`src/rtl/scan_decoder_if.sv`:
```
// Control-side bundle for scan_decoder: enable/mode/select/dwell in, strobes/index/wrap out.
// Names follow the peripheral pin list so board-level netlists read one-to-one.
interface scan_decoder_if #(
    parameter int N       = 2,
    parameter int DWELL_W = 8
) ();
    logic                 G_L;
    logic                 MODE;
    logic [N-1:0]         SEL;
    logic [DWELL_W-1:0]   DWELL;
    logic [(1<<N)-1:0]    Y_L;
    logic [N-1:0]         IDX;
    logic                 WRAP;

    modport master (
        output G_L, MODE, SEL, DWELL,
        input  Y_L, IDX, WRAP
    );

    modport slave (
        input  G_L, MODE, SEL, DWELL,
        output Y_L, IDX, WRAP
    );
endinterface

```
`src/rtl/scan_decoder.sv`:
```
// Registered N-to-2^N active-low decoder with autonomous scan (dwell + optional blanking gap).
// Latency: 1 cycle from sampled inputs to Y_L/IDX/WRAP; no combinational input-to-output path.
// Backpressure: none; G_L high pauses the scan and blanks all strobes.
module scan_decoder #(
    parameter int N       = 2,
    parameter int DWELL_W = 8,
    parameter int BLANK   = 0
) (
    input logic           CLK,
    input logic           RESET,
    scan_decoder_if.slave bus
);
    localparam int M  = 1 << N;
    localparam int GW = ($clog2(BLANK + 1) > 1) ? $clog2(BLANK + 1) : 1;
    localparam logic [GW-1:0]      GAP_LAST = GW'((BLANK > 0) ? BLANK - 1 : 0);
    localparam logic [GW-1:0]      GAP_ONE  = GW'(1);
    localparam logic [DWELL_W-1:0] CNT_ONE  = DWELL_W'(1);
    localparam logic [N-1:0]       IDX_ONE  = N'(1);

    typedef enum logic {HOLD, GAP} state_t;

    state_t             state_q, state_d;
    logic [DWELL_W-1:0] cnt_q, cnt_d;
    logic [GW-1:0]      gap_q, gap_d;
    logic [N-1:0]       idx_q, idx_d, idx_nxt;
    logic [M-1:0]       y_q, y_d;
    logic               wrap_q, wrap_d;

    function automatic logic [M-1:0] one_cold(input logic [N-1:0] i);
        return ~(M'(1) << i);
    endfunction

    assign idx_nxt = idx_q + IDX_ONE;

    always_comb begin
        state_d = state_q;
        cnt_d   = cnt_q;
        gap_d   = gap_q;
        idx_d   = idx_q;
        y_d     = '1;
        wrap_d  = 1'b0;
        if (!bus.MODE) begin
            // Direct decode also abandons any scan progress so a later scan starts clean.
            state_d = HOLD;
            cnt_d   = '0;
            gap_d   = '0;
            if (!bus.G_L) begin
                idx_d = bus.SEL;
                y_d   = one_cold(bus.SEL);
            end
        end else if (!bus.G_L) begin
            case (state_q)
                HOLD: begin
                    if (cnt_q >= bus.DWELL) begin
                        cnt_d = '0;
                        if (BLANK == 0) begin
                            idx_d  = idx_nxt;
                            y_d    = one_cold(idx_nxt);
                            wrap_d = &idx_q;
                        end else begin
                            state_d = GAP;
                        end
                    end else begin
                        cnt_d = cnt_q + CNT_ONE;
                        y_d   = one_cold(idx_q);
                    end
                end
                GAP: begin
                    if (gap_q >= GAP_LAST) begin
                        gap_d   = '0;
                        state_d = HOLD;
                        idx_d   = idx_nxt;
                        y_d     = one_cold(idx_nxt);
                        wrap_d  = &idx_q;
                    end else begin
                        gap_d = gap_q + GAP_ONE;
                    end
                end
                default: state_d = HOLD;
            endcase
        end
    end

    always_ff @(posedge CLK or posedge RESET) begin
        if (RESET) begin
            state_q <= HOLD;
            cnt_q   <= '0;
            gap_q   <= '0;
            idx_q   <= '0;
            y_q     <= '1;
            wrap_q  <= 1'b0;
        end else begin
            state_q <= state_d;
            cnt_q   <= cnt_d;
            gap_q   <= gap_d;
            idx_q   <= idx_d;
            y_q     <= y_d;
            wrap_q  <= wrap_d;
        end
    end

    assign bus.Y_L  = y_q;
    assign bus.IDX  = idx_q;
    assign bus.WRAP = wrap_q;
endmodule

```
`src/flat_wrapper.sv`:
```
// flat-port wrapper written by rule: the top's interface ports become plain ports
module scan_decoder_flat 
#(
    parameter int N       = 2,
    parameter int DWELL_W = 8,
    parameter int BLANK   = 0
)
  (CLK, RESET, bus_G_L, bus_MODE, bus_SEL, bus_DWELL, bus_Y_L, bus_IDX, bus_WRAP);
  scan_decoder_if #(.N(N), .DWELL_W(DWELL_W)) bus_i ();
  input logic CLK;
  input logic RESET;
  input wire logic [$bits(bus_i.G_L)-1:0] bus_G_L;
  input wire logic [$bits(bus_i.MODE)-1:0] bus_MODE;
  input wire logic [$bits(bus_i.SEL)-1:0] bus_SEL;
  input wire logic [$bits(bus_i.DWELL)-1:0] bus_DWELL;
  output wire logic [$bits(bus_i.Y_L)-1:0] bus_Y_L;
  output wire logic [$bits(bus_i.IDX)-1:0] bus_IDX;
  output wire logic [$bits(bus_i.WRAP)-1:0] bus_WRAP;
  assign bus_i.G_L = bus_G_L;
  assign bus_i.MODE = bus_MODE;
  assign bus_i.SEL = bus_SEL;
  assign bus_i.DWELL = bus_DWELL;
  assign bus_Y_L = bus_i.Y_L;
  assign bus_IDX = bus_i.IDX;
  assign bus_WRAP = bus_i.WRAP;
  scan_decoder #(.N(N), .DWELL_W(DWELL_W), .BLANK(BLANK)) u_core (.CLK(CLK), .RESET(RESET), .bus(bus_i));
endmodule
```
`config.mk`:
```
export PLATFORM = sky130hd
export DESIGN_NAME = scan_decoder_flat
export DESIGN_NICKNAME = d
export VERILOG_FILES = /design/src/rtl/scan_decoder_if.sv /design/src/rtl/scan_decoder.sv /design/src/flat_wrapper.sv
export SDC_FILE = /design/constraint.sdc
export NUM_CORES = 1
export LEC_CHECK = 0
export CORE_ASPECT_RATIO = 0.75
export CORE_UTILIZATION = 30
export CTS_CLUSTER_SIZE = 16
export DETAILED_ROUTE_END_ITERATION = 12
export REMOVE_ABC_BUFFERS = 1
export SLEW_MARGIN = 20
export SYNTH_ARGS = -nofsm -noshare
export SYNTH_HDL_FRONTEND = slang
export SYNTH_SLANG_ARGS = --single-unit
```
`constraint.sdc`:
```
create_clock -name CLK -period 1.7 [get_ports CLK]
set_input_delay 0.255 -clock CLK [delete_from_list [all_inputs] [get_ports CLK]]
set_output_delay 0.255 -clock CLK [all_outputs]
set_load 0.005 [all_outputs]
```
# ---- Word level (Yosys, flattened, before mapping)
# Index checks and enable logic that the tools add are counted.
dict set report totals {
  latch_bits 0
  memories 0
  register_bits 17
  word_cells 57
  ramBits 0
  input_bits 14
  out_inout_bits 7
  mem_bits_ro 0
}
dict set report op_classes {
  n_lt_le_gt_ge 2
  n_eq_ne 5
  n_reduce_logical 4
  bitwise_logic 5
  n_addsub 3
  n_shift 3
  n_div 0
  muxes 29
  n_mul 0
}
# cell count
set op_table {}
lappend op_table {{$mux 8} 4}
lappend op_table {{$mux 4} 5}
lappend op_table {{$not 4->4} 3}
lappend op_table {{$shl 1x2->4 const A} 3}
lappend op_table {{$mux 1} 11}
lappend op_table {{$mux 2} 5}
lappend op_table {{$add 8x1->8 const B} 1}
lappend op_table {{$ge 8x8->1} 1}
lappend op_table {{$pmux 4 s2} 1}
lappend op_table {{$reduce_and 2->1} 3}
lappend op_table {{$ne 2x2->1 const B} 2}
lappend op_table {{$pmux 1 s2} 2}
lappend op_table {{$pmux 2 s2} 1}
lappend op_table {{$ne 3x2->1 const B} 1}
lappend op_table {{$ne 3x3->1 const B} 1}
lappend op_table {{$reduce_and 3->1} 1}
lappend op_table {{$add 2x1->2 const B} 1}
lappend op_table {{$ne 2x1->1 const B} 1}
lappend op_table {{$not 1->1} 2}
lappend op_table {{$add 1x1->1 const B} 1}
lappend op_table {{$ge 1x1->1 const B} 1}

# ---- Depth between registers and ports, before layout
# Gate-level depths: netlist of the first run.
dict set report logic_depth {
  word_depth 7
  mapped_depth 8
  depth_no_buf 7
}

# ---- Worst setup path before layout of the first run
# Ideal clock, no wire load.
dict set report synth_path {
  kind {register -> register}
  start {reg u_core.cnt_q[5]}
  end {reg u_core.y_q[2], in the netlist u_core.bus.Y_L[2]}
  path_stages_with_launch 8
  arrival_ns 1.761
  n_path_buf 1
  slack_ns -0.142
  required_ns 1.618
  period_less_slack_ns 1.842
  setup_time_ns 0.082
  path_cell_list {dfrtp_1 -> ha_1 -> and4_1 -> and2_4 -> a21oi_4 -> buf_6 -> mux2i_1 -> a211o_1}
}
dict set report synth_between {
  elab_chain_len 5
}
# element line_no
set synth_rtl {}
lappend synth_rtl {{start, declared} scan_decoder.sv:23} ;# logic [DWELL_W-1:0] cnt_q, cnt_d;
lappend synth_rtl {{start signal, assigned} scan_decoder.sv:94} ;# cnt_q <= cnt_d;
lappend synth_rtl {{$ge 8x8->1} scan_decoder.sv:54} ;# if (cnt_q >= bus.DWELL) begin
lappend synth_rtl {{$mux 4} scan_decoder.sv:54}
lappend synth_rtl {{$pmux 4 s2} scan_decoder.sv:52} ;# case (state_q)
lappend synth_rtl {{$mux 4} scan_decoder.sv:51} ;# end else if (!bus.G_L) begin
lappend synth_rtl {{$mux 4} scan_decoder.sv:42} ;# if (!bus.MODE) begin
lappend synth_rtl {{named net u_core.y_d[2]} scan_decoder.sv:26} ;# logic [M-1:0] y_q, y_d;
lappend synth_rtl {{end signal, assigned} scan_decoder.sv:97} ;# y_q <= y_d;
lappend synth_rtl {{end, declared} scan_decoder.sv:26}
# The timed path passes the listed nets, and every way through them passes these cells.
# A chain may end at the register's enable or synchronous reset.

# ---- Worst setup path in the final report of the first run
dict set report layout_path {
  start {reg u_core.cnt_q[6]}
  end {reg u_core.idx_q[1], in the netlist u_core.bus.IDX[1]}
}
dict set report layout_between {
  elab_chain_len 3
}
# element line_no
set layout_rtl {}
lappend layout_rtl {{$ge 8x8->1} scan_decoder.sv:54}
lappend layout_rtl {{$ne 3x2->1 (no line)} -}
lappend layout_rtl {{$reduce_and 3->1 (no line)} -}
lappend layout_rtl {{end signal, assigned} scan_decoder.sv:96} ;# idx_q <= idx_d;
lappend layout_rtl {{end, declared} scan_decoder.sv:25} ;# logic [N-1:0] idx_q, idx_d, idx_nxt;
# Every way passes these cells.

==> reports/metrics.yaml, run 1 <==
outcome:
  status: "finished with violations"
  violations: "negative setup slack"
place:
  place_hpwl_um: 2010
  place_ws_ns: -0.602
  dp_cells: 197
  port_buffers: 20
  globalplace.congestion: 0.749
  dpl_cell_area_sq_mm: 0.00146
yosys:
  seq_area_frac_synth_pct: 34.9
  synth-edff-count: 0
  syn_area_per_cell_sq_um: 8.93
  async_reset_ff_share_pct: 100
  synth_area_sq_mm: 0.00109
  synth_cells: 122
  synth-seq-cells: 15
  synth_commonest_cells: "inv_1 (16), ha_1 (13), nand2_1 (13), a21oi_1 (11), dfrtp_1 (11)"
  yosys_warnings: 0
  yosysTopAreaCell: "dfrtp_1"
  synth_top_area_share_pct: 25.3
  ys.flop_type: "dfrtp_1"
  synthTopCellsByArea: "dfrtp_1 (25%), ha_1 (15%), dfstp_2 (9.6%), inv_1 (5.5%), a21oi_1 (5.1%)"
  synth_cell_type_count: 34
  yosysMostFrequentCell: "inv_1"
routing:
  wl_um: 2670
  ant_nets: 0
  drc: 0
  dr.first_iter.drc_count: 48
  post_drt_wl_per_cell_um: 13.2
  via_per_inst: 5.07
  dr.pass1.iters: 5
  vias: 1030
clock_network:
  clkTransAtPathRegs_ns: 0.06
  clock_latency_ns: 0.25
  cts_sinks: 15
  cts_buffers: 3
  cts_max_level: 1
  clock_tree.buffer_depth: 2
  ctsHoldBuffers: 0
  clockRootBuffer: "clkbuf_8"
  cts_tree: "yes"
floorplanning:
  die_width_um: 71.6
  ioPinCount: 21
  core-area_sq_mm: 0.00338
  dieArea_sq_mm: 0.00388
  rows: 18
  initial_utilization_pct: 32.3
  die_h_um: 54.2
global_routing:
  grt-ovfl-total: 0
  antenna_found_initial: 0
  grt_pass1_wl_um: 4350
  grt_max_degree: 22
  grt_pass1_vias: 993
  track_usage_pct: 15.1
final_layout:
  drive_above_1_share_pct: 33.7
  finalCoreUtilization_pct: 48.7
  syn2layout_area_growth_pct: 51.1
  final_cells: 203
  finalNetCount: 191
  fin_area_sq_mm: 0.00165
  diodes: 0
critical_path:
  rr_startpoint: "u_core.cnt_q[6]"
  cp-start-kind: "flip-flop"
  path_cells: "ha_4, and4_1, and2_4, a21oi_4, or4b_1, o211a_1"
  cp_max_fo: 8
  crit_arrival_ns: 2.03
  worst-path-buf-inv: 0
  max_stage_delay_ns: 0.48
  path_class: "flip-flop to flip-flop"
  critPathTopFamily: "simple AND/OR/NAND/NOR gates"
  crit_required_ns: 1.84
  critPathSlowestCell: "or4b_1"
  setup.worst_path.start: "u_core.cnt_q[6]"
  endpoint_kind: "flip-flop"
pwr:
  irDropWorstVdd_mv: 0.306
  p_per_area_mw_per_mm2: 557
  p_leak_nw: 0.761
  total_power_mw: 0.917
sta:
  maxSlewViolCount: 0
  fin_crit_sh_pct: 111
  tightestPinTransition_ns: 0.608
  finalSetupViolations: 14
  fin_skew_ns: 0.00663
  finalCriticalPeriod_ns: 1.89
  finalHoldViolCount: 0
  grt_setup_unrepaired: "yes"
  max_freq_ghz: 0.528
  fin_ws_ns: -0.194
  relSlewSlack_pct: 59.4
run:
  maxCapViolCount: 0
hold_path:
  hold_path_class: "input pin to async pin"
-- routing by layer --
layer	global-route usage, %	up-vias	wire, um
met5	0	-	0
met4	1.96	0	0
met3	5.24	0	173
met2	26.5	31	1240
met1	18.6	493	1260
li1	-	506	-
-- layout make-up --
cell class / instances / area (sq um)
Multi-Input combinational cell: 86 / 747
Clock buffer: 4 / 45.0
Inverter: 16 / 60.1
Tap cell: 40 / 50.0
Fill cell: 311 / 1730
Timing Repair Buffer: 42 / 364
Sequential cell: 15 / 380
-- where the power goes --
| part | internal (mW) | leakage [nW] | switching (mW) | total (mW) |
|---|---|---|---|---|
| clock | 0.166 | 0.0228 | 0.125 | 0.291 |
| sequential | 0.381 | 0.190 | 0.0152 | 0.397 |
| combinational | 0.121 | 0.548 | 0.108 | 0.229 |
| total | 0.669 | 0.761 | 0.248 | 0.917 |
-- path summary, 6_finish.rpt --
kind / end / slack, ns / depth (start not counted)
min in group CLK: u_core.bus.IDX[1] / 0.64 / 1
max in group asynchronous: u_core.bus.WRAP / 0.92 / 2
min: u_core.cnt_q[4] / 0.38 / 2
max reg2reg: u_core.bus.IDX[1] / -0.19 / 6
min reg2reg: u_core.bus.IDX[1] / 0.64 / 1
max: u_core.bus.IDX[1] / -0.19 / 6
-- worst reg2reg max path, delay by kind of cell (launching register included) --
kind            cells  cell delay (ns)
simple gates        3             0.86
flops               1             0.41
compound gates      2             0.22
fa+ha+maj           1             0.31
-- metrics by stage --
stage	hold slack, ns	setup TNS, ns
after floorplan	0.154	-0.898
after global placement	0.591	-7.30
after detailed placement	0.616	-8.32
after CTS	0.406	-1.29
after global routing	0.441	-2.45
final	0.379	-1.39
-- cells in the final DEF, fill, tap and decap left out, drive strengths merged, types with 2 or more instances in the layout --
cell / count
a211o: 4
a21oi: 12
a31oi: 2
buf: 22
clkbuf: 4
clkdlybuf4s50: 13
dfrtp: 11
dfstp: 4
dlygate4sd2: 6
ha: 13
inv: 16
mux2i: 4
nand2: 13
nand3: 6
nor2: 5
nor2b: 2
nor3: 3
o21ai: 3
or3: 2
or4b: 2
xor2: 2
-- timing repair --
item | in CTS | in global routing
gates cloned | 0 | 0
resized for setup | 25 | 9
setup endpoints to repair | 15 | 15
buffers inserted | 0 | 2
pin swaps | 24 | 11
-- logic make-up (layout without fill, tap and decap cells) --
family                     count (synthesis)  count (layout)  synth area share [%]
AOI/OAI and AO/OA                         27              27                  17.6
xor gates and xnor gates                   3               3                  2.41
buffers and inverters                     21              62                  7.92
muxes                                      4               4                  3.67
and+or+nand+nor                           39              39                  18.6
DFF                                       15              15                  34.9
adders and majority gates                 13              13                  14.9
-- registers in the layout, summed over array words and instances, names as in the netlist --
| name | count |
|---|---|
| u_core.cnt_q | 8 |
| u_core.bus.Y_L | 4 |
| u_core.bus.IDX | 2 |
| u_core.bus.WRAP | 1 |
No activity file was read; power rests on OpenSTA's default activity.
==> run 2, diff against run 1 <==
--- a/config.mk
+++ b/config.mk
@@ -7,10 +7,11 @@
 export LEC_CHECK = 0
 export CORE_ASPECT_RATIO = 0.75
 export CORE_UTILIZATION = 30
+export CTS_BUF_LIST = sky130_fd_sc_hd__clkbuf_2
 export CTS_CLUSTER_SIZE = 16
 export DETAILED_ROUTE_END_ITERATION = 12
 export REMOVE_ABC_BUFFERS = 1
-export SLEW_MARGIN = 20
+export SLEW_MARGIN = 40
 export SYNTH_ARGS = -nofsm -noshare
 export SYNTH_HDL_FRONTEND = slang
 export SYNTH_SLANG_ARGS = --single-unit
==> reports/metrics.yaml, run 2 (synthesis gave the netlist of run 1 again) <==
critical_path:
  path_cells: "clkdlybuf4s50_1, inv_1, ha_4, and4_1, and2_4, a21oi_4, or4b_1, o211a_1"
  r2r_cells: 6  # unchanged
  max_stage_delay_ns: 0.48  # about the same
  cp_max_fo: 8  # unchanged
  cp.depth: 8  # +2
  worst-path-buf-inv: 2  # +2
  path_class: "input pin to flip-flop"
  critPathTopFamily: "simple AND/OR/NAND/NOR gates"
  crit_required_ns: 1.91  # +0.07 ns
  critPathSlowestCell: "or4b_1"
  crit_arrival_ns: 2.12  # +0.09 ns
  cp-start-kind: "input pin"
  endpoint_kind: "flip-flop"
floorplanning:
  die_h_um: 54.2  # unchanged
  ioPinCount: 21  # unchanged
  core-area_sq_mm: 0.00338  # unchanged
  rows: 18  # unchanged
  dieArea_sq_mm: 0.00388  # unchanged
  initial_utilization_pct: 32.3  # unchanged
  die_width_um: 71.6  # unchanged
outcome:
  violations: "negative setup slack"
  status: "finished with violations"
global_routing:
  grt_pass1_vias: 991  # -0.20%
  grt_pass1_wl_um: 4320  # -0.64%
  track_usage_pct: 14.8  # -0.29 points
  antenna_found_initial: 0  # unchanged
  grt-ovfl-total: 0  # unchanged
  grt_max_degree: 22  # unchanged
sta:
  maxSlewViolCount: 0  # unchanged
  finalCriticalPeriod_ns: 1.91  # +0.0202 ns
  relSlewSlack_pct: 59.3  # -0.12 points
  grt_setup_unrepaired: "yes"
  fin_skew_ns: 0.0184  # +0.0118 ns
  finalHoldViolCount: 0  # unchanged
  fin_ws_ns: -0.214  # -0.0202 ns
  tightestPinTransition_ns: 0.610  # +0.00177 ns
  finalSetupViolations: 15  # +1
  max_freq_ghz: 0.522  # -1.1%
  finalSetupTns_ns: -2.23  # -0.843 ns
  fin_crit_sh_pct: 113  # +1.2 points
routing:
  vias: 1018  # -1.2%
  dr.pass1.iters: 4  # -1
  post_drt_wl_per_cell_um: 13.0  # -0.86%
  via_per_inst: 5.01  # -1.2%
  drc: 0  # unchanged
  ant_nets: 0  # unchanged
  dr.first_iter.drc_count: 45  # -6.3%
  wl_um: 2650  # -0.86%
pwr:
  p_leak_nw: 0.744  # -2.2%
  p_per_area_mw_per_mm2: 505  # -9.2%
  irDropWorstVdd_mv: 0.231  # -24%
  total_power_mw: 0.802  # -12%
final_layout:
  largest_reg_flops: 8  # unchanged
  final_cell_mix: "buf_4 (21), clkdlybuf4s50_1 (18), inv_1 (15), nand2_1 (11), dfrtp_1 (11)"
  seq_area_sq_um: 380  # unchanged
  finalCoreUtilization_pct: 47.0  # -1.7 points
  finalNetCount: 191  # unchanged
  multiInputGateArea_sq_um: 711  # -4.9%
  syn2layout_area_growth_pct: 45.7
  fin_area_sq_mm: 0.00159  # -3.6%
  final_common_cell: "buf_4"
  diodes: 0  # unchanged
  top_register: "u_core.cnt_q"
  fill_cells: 318  # +2.3%
  drive_above_1_share_pct: 30.1  # -3.7 points
clock_network:
  cts_sinks: 15  # unchanged
  clock_tree.buffer_depth: 2  # unchanged
  cts_tree: "yes"
  clockRootBuffer: "clkbuf_2"
  cts_max_level: 1  # unchanged
  cts_buffers: 3  # unchanged
  clock_latency_ns: 0.29  # +0.04 ns
  clkTransAtPathRegs_ns: 0.16  # +0.10 ns
place:
  dpl_cell_area_sq_mm: 0.00146  # unchanged
  globalplace.congestion: 0.749  # unchanged
  port_buffers: 20  # unchanged
  place_hpwl_um: 2010  # unchanged
  place_ws_ns: -0.602  # unchanged
run:
  maxCapViolCount: 0  # unchanged
hold_path:
  hold_path_class: "input pin to async pin"
run 2: cell types whose count changed in the layout (fill, tap and decap cells not counted), moves of 3 or more:
| cell | before | now |
|---|---|---|
| inv_2 | 6 | 1 |
| inv_1 | 10 | 15 |
| clkbuf_8 | 3 | 0 |
| clkbuf_2 | 0 | 4 |
| dlygate4sd2_1 | 6 | 2 |
| clkdlybuf4s50_1 | 13 | 18 |
run 2: through the flow:
stage,hold slack [ns],cells
2_1_floorplan,0.154,117
3_3_place_gp,0.591,197
3_5_place_dp,0.616,197
4_1_cts,0.328,201
5_1_grt,0.342,203
6_report,0.309,203
run 2: repair_timing:
item | in CTS | in global routing
hold buffers | 0 | 0
setup buffers | 0 | 2
gates cloned | 0 | 0
pin swaps | 14 | 6
gates resized for setup | 14 | 6
setup endpoints to repair | 15 | 15
run 2: power by group:
part / internal [mW] / switching, mW / leakage, nW
combinational: 0.122 / 0.104 / 0.537
clock: 0.0624 / 0.118 / 0.0166
sequential: 0.381 / 0.0151 / 0.190
run 2: final timing paths:
kind | from | endpoint | slack (ns)
worst max-delay path | bus_DWELL[5] | u_core.bus.IDX[1] | -0.21
worst min-delay path | RESET | u_core.cnt_q[4] | 0.31
worst max register to register | u_core.cnt_q[3] | u_core.bus.IDX[1] | -0.18
worst min register to register | u_core.cnt_q[7] | u_core.cnt_q[7] | 0.65
max in group asynchronous | RESET | u_core.bus.WRAP | 0.98
min in group CLK | u_core.cnt_q[7] | u_core.cnt_q[7] | 0.65
run 2: routing by layer:
layer	vias up	wire length [um]	GRT usage (%)
met5	-	0	0
met4	0	0	1.31
li1	509	-	-
met1	482	1280	18.5
met2	27	1220	25.9
met3	0	142	5.24
run 2: area by class of cell:
| cell class | instances | area share [%] |
|---|---|---|
| Multi-Input combinational cell | 86 | 44.8 |
| Tap cell | 40 | 3.15 |
| Clock buffer | 4 | 1.26 |
| Inverter | 16 | 3.78 |
| Sequential cell | 15 | 24.0 |
| Timing Repair Buffer | 42 | 23.1 |
==> run 3, diff against run 2 <==
--- a/config.mk
+++ b/config.mk
@@ -7,7 +7,7 @@
 export LEC_CHECK = 0
 export CORE_ASPECT_RATIO = 0.75
 export CORE_UTILIZATION = 30
-export CTS_BUF_LIST = sky130_fd_sc_hd__clkbuf_2
+export CTS_BUF_LIST = sky130_fd_sc_hd__clkbuf_8
 export CTS_CLUSTER_SIZE = 16
 export DETAILED_ROUTE_END_ITERATION = 12
 export REMOVE_ABC_BUFFERS = 1
==> reports/metrics.yaml, run 3 (synthesis gave the netlist of run 1 again) <==
critical_path:
  cp-start-kind: "flip-flop"
  crit_required_ns: 1.84  # -0.07 ns
  r2r_slack_ns: -0.19  # about the same
  path_class: "flip-flop to flip-flop"
  cp_max_fo: 8  # unchanged
  crit_arrival_ns: 2.03  # -0.09 ns
  endpoint_kind: "flip-flop"
final_layout:
  diodes: 0  # unchanged
  syn2layout_area_growth_pct: 51.1
  fill_cells: 311  # -2.2%
  final_cell_mix: "buf_4 (21), clkdlybuf4s50_1 (13), nand2_1 (11), inv_1 (11), dfrtp_1 (11)"
  largest_reg_flops: 8  # unchanged
  final_common_cell: "buf_4"
  drive_above_1_share_pct: 33.7  # +3.7 points
  multiInputGateArea_sq_um: 747  # +5.1%
  finalCoreUtilization_pct: 48.7  # +1.7 points
  seq_area_sq_um: 380  # unchanged
  top_register: "u_core.cnt_q"
  finalNetCount: 191  # unchanged
sta:
  relSlewSlack_pct: 59.4  # +0.10 points
  tightestPinTransition_ns: 0.608  # -0.00151 ns
  grt_setup_unrepaired: "yes"
  fin_ws_ns: -0.194  # +0.0197 ns
  finalHoldViolCount: 0  # unchanged
  fin_skew_ns: 0.00628  # -0.0121 ns
  max_freq_ghz: 0.528  # +1.0%
  finalCriticalPeriod_ns: 1.89  # -0.0197 ns
  finalSetupViolations: 14  # -1
  fin_crit_sh_pct: 111  # -1.2 points
  maxSlewViolCount: 0  # unchanged
routing:
  dr.first_iter.drc_count: 48  # +6.7%
  ant_nets: 0  # unchanged
  dr.pass1.iters: 5  # +1
  via_per_inst: 5.07  # +1.2%
  wl_um: 2670  # +0.87%
  drc: 0  # unchanged
  vias: 1030  # +1.2%
  post_drt_wl_per_cell_um: 13.2  # +0.87%
pwr:
  comb_power_share_pct: 25.2  # -3.0 points
  power.share.clock_pct: 31.3  # +8.9 points
  p_sw_mw: 0.248  # +4.8%
  intPower_mw: 0.663  # +17%
  p_per_area_mw_per_mm2: 553  # +9.5%
  netSwitchingFraction_pct: 27.3  # -2.3 points
  irDropWorstVdd_mv: 0.306  # +32%
  p_leak_nw: 0.765  # +2.9%
  seq_power_share_pct: 43.5  # -5.9 points
floorplanning:
  die_h_um: 54.2  # unchanged
  core-area_sq_mm: 0.00338  # unchanged
  rows: 18  # unchanged
  ioPinCount: 21  # unchanged
  dieArea_sq_mm: 0.00388  # unchanged
  die_width_um: 71.6  # unchanged
  initial_utilization_pct: 32.3  # unchanged
clock_network:
  clockRootBuffer: "clkbuf_8"
  ctsHoldBuffers: 0  # unchanged
  cts_tree: "yes"
  cts_buffers: 3  # unchanged
  cts_sinks: 15  # unchanged
  clock_latency_ns: 0.25  # -0.04 ns
  clkTransAtPathRegs_ns: 0.06  # -0.10 ns
  cts_max_level: 1  # unchanged
  clock_tree.buffer_depth: 2  # unchanged
run:
  maxCapViolCount: 0  # unchanged
place:
  globalplace.congestion: 0.749  # unchanged
  place_hpwl_um: 2010  # unchanged
  place_ws_ns: -0.602  # unchanged
  port_buffers: 20  # unchanged
global_routing:
  grt_pass1_wl_um: 4350  # +0.65%
  grt_pass1_vias: 993  # +0.20%
  grt_max_degree: 22  # unchanged
  antenna_found_initial: 0  # unchanged
  track_usage_pct: 15.1  # +0.29 points
  grt-ovfl-total: 0  # unchanged
outcome:
  violations: "negative setup slack"
  status: "finished with violations"
hold_path:
  hold_path_class: "input pin to async pin"
## run 3: changes by cell type in the layout (fill, tap and decap cells not counted), moves of 3 or more
cell             delta
inv_1               -4
dlygate4sd2_1       +4
inv_2               +5
clkbuf_2            -4
clkbuf_8            +3
clkdlybuf4s50_1     -5
## run 3: power groups by stage
stage / sequential, mW / combinational, mW / clock [mW]
global placement: 0.401 / 0.207 / 0
global route: 0.399 / 0.255 / 0.316
finish: 0.397 / 0.229 / 0.285
CTS: 0.397 / 0.222 / 0.295
detailed placement: 0.403 / 0.215 / 0
floorplan: 0.404 / 0.0921 / 0
## run 3: repair_timing
action | 4_1_cts | 5_1_grt
pin swaps | 24 | 11
buffers inserted | 0 | 2
setup endpoints to repair | 15 | 15
resized for setup | 25 | 9
## run 3: area by class of cell
cell class | count | area share (%)
multi-input combinational | 86 | 45.4
sequential | 15 | 23.1
timing repair buffer | 42 | 22.1
inverter | 16 | 3.65
tap | 40 | 3.04
clock buffer | 3 | 2.51
clock inverter | 1 | 0.228
## run 3: per-layer routing
metal	up-vias	wire length [um]	track usage [%]
met1	493	1260	18.6
li1	506	-	-
met3	0	173	5.24
met2	31	1240	26.5
met4	0	0	1.96
met5	-	0	0
## run 3: worst max-delay path, stage by stage (launching register included)
cell,delay (ns)
dfrtp_1,0.41
ha_4,0.31
and4_1,0.22
and2_4,0.16
a21oi_4,0.09
or4b_1,0.48
o211a_1,0.13
## run 3: stage by stage
stage	TNS [ns]	instance area (sq um)	cells	hold WS, ns	power [mW]
detailed placement	-8.32	1460	197	0.616	0.618
floorplan	-0.898	1060	117	0.154	0.496
global placement	-7.30	1460	197	0.591	0.608
CTS	-1.29	1590	201	0.406	0.913
finish	-1.39	1650	203	0.379	0.911
global route	-2.45	1650	203	0.441	0.970
## run 3: final timing paths
path                              startpoint           endpoint  cells past startpoint
min                                    RESET    u_core.cnt_q[4]                      2
max reg2reg                  u_core.cnt_q[6]  u_core.bus.IDX[1]                      6
max in group asynchronous              RESET    u_core.bus.WRAP                      2
min in group CLK           u_core.bus.IDX[1]  u_core.bus.IDX[1]                      1
max                          u_core.cnt_q[6]  u_core.bus.IDX[1]                      6
min reg2reg                u_core.bus.IDX[1]  u_core.bus.IDX[1]                      1
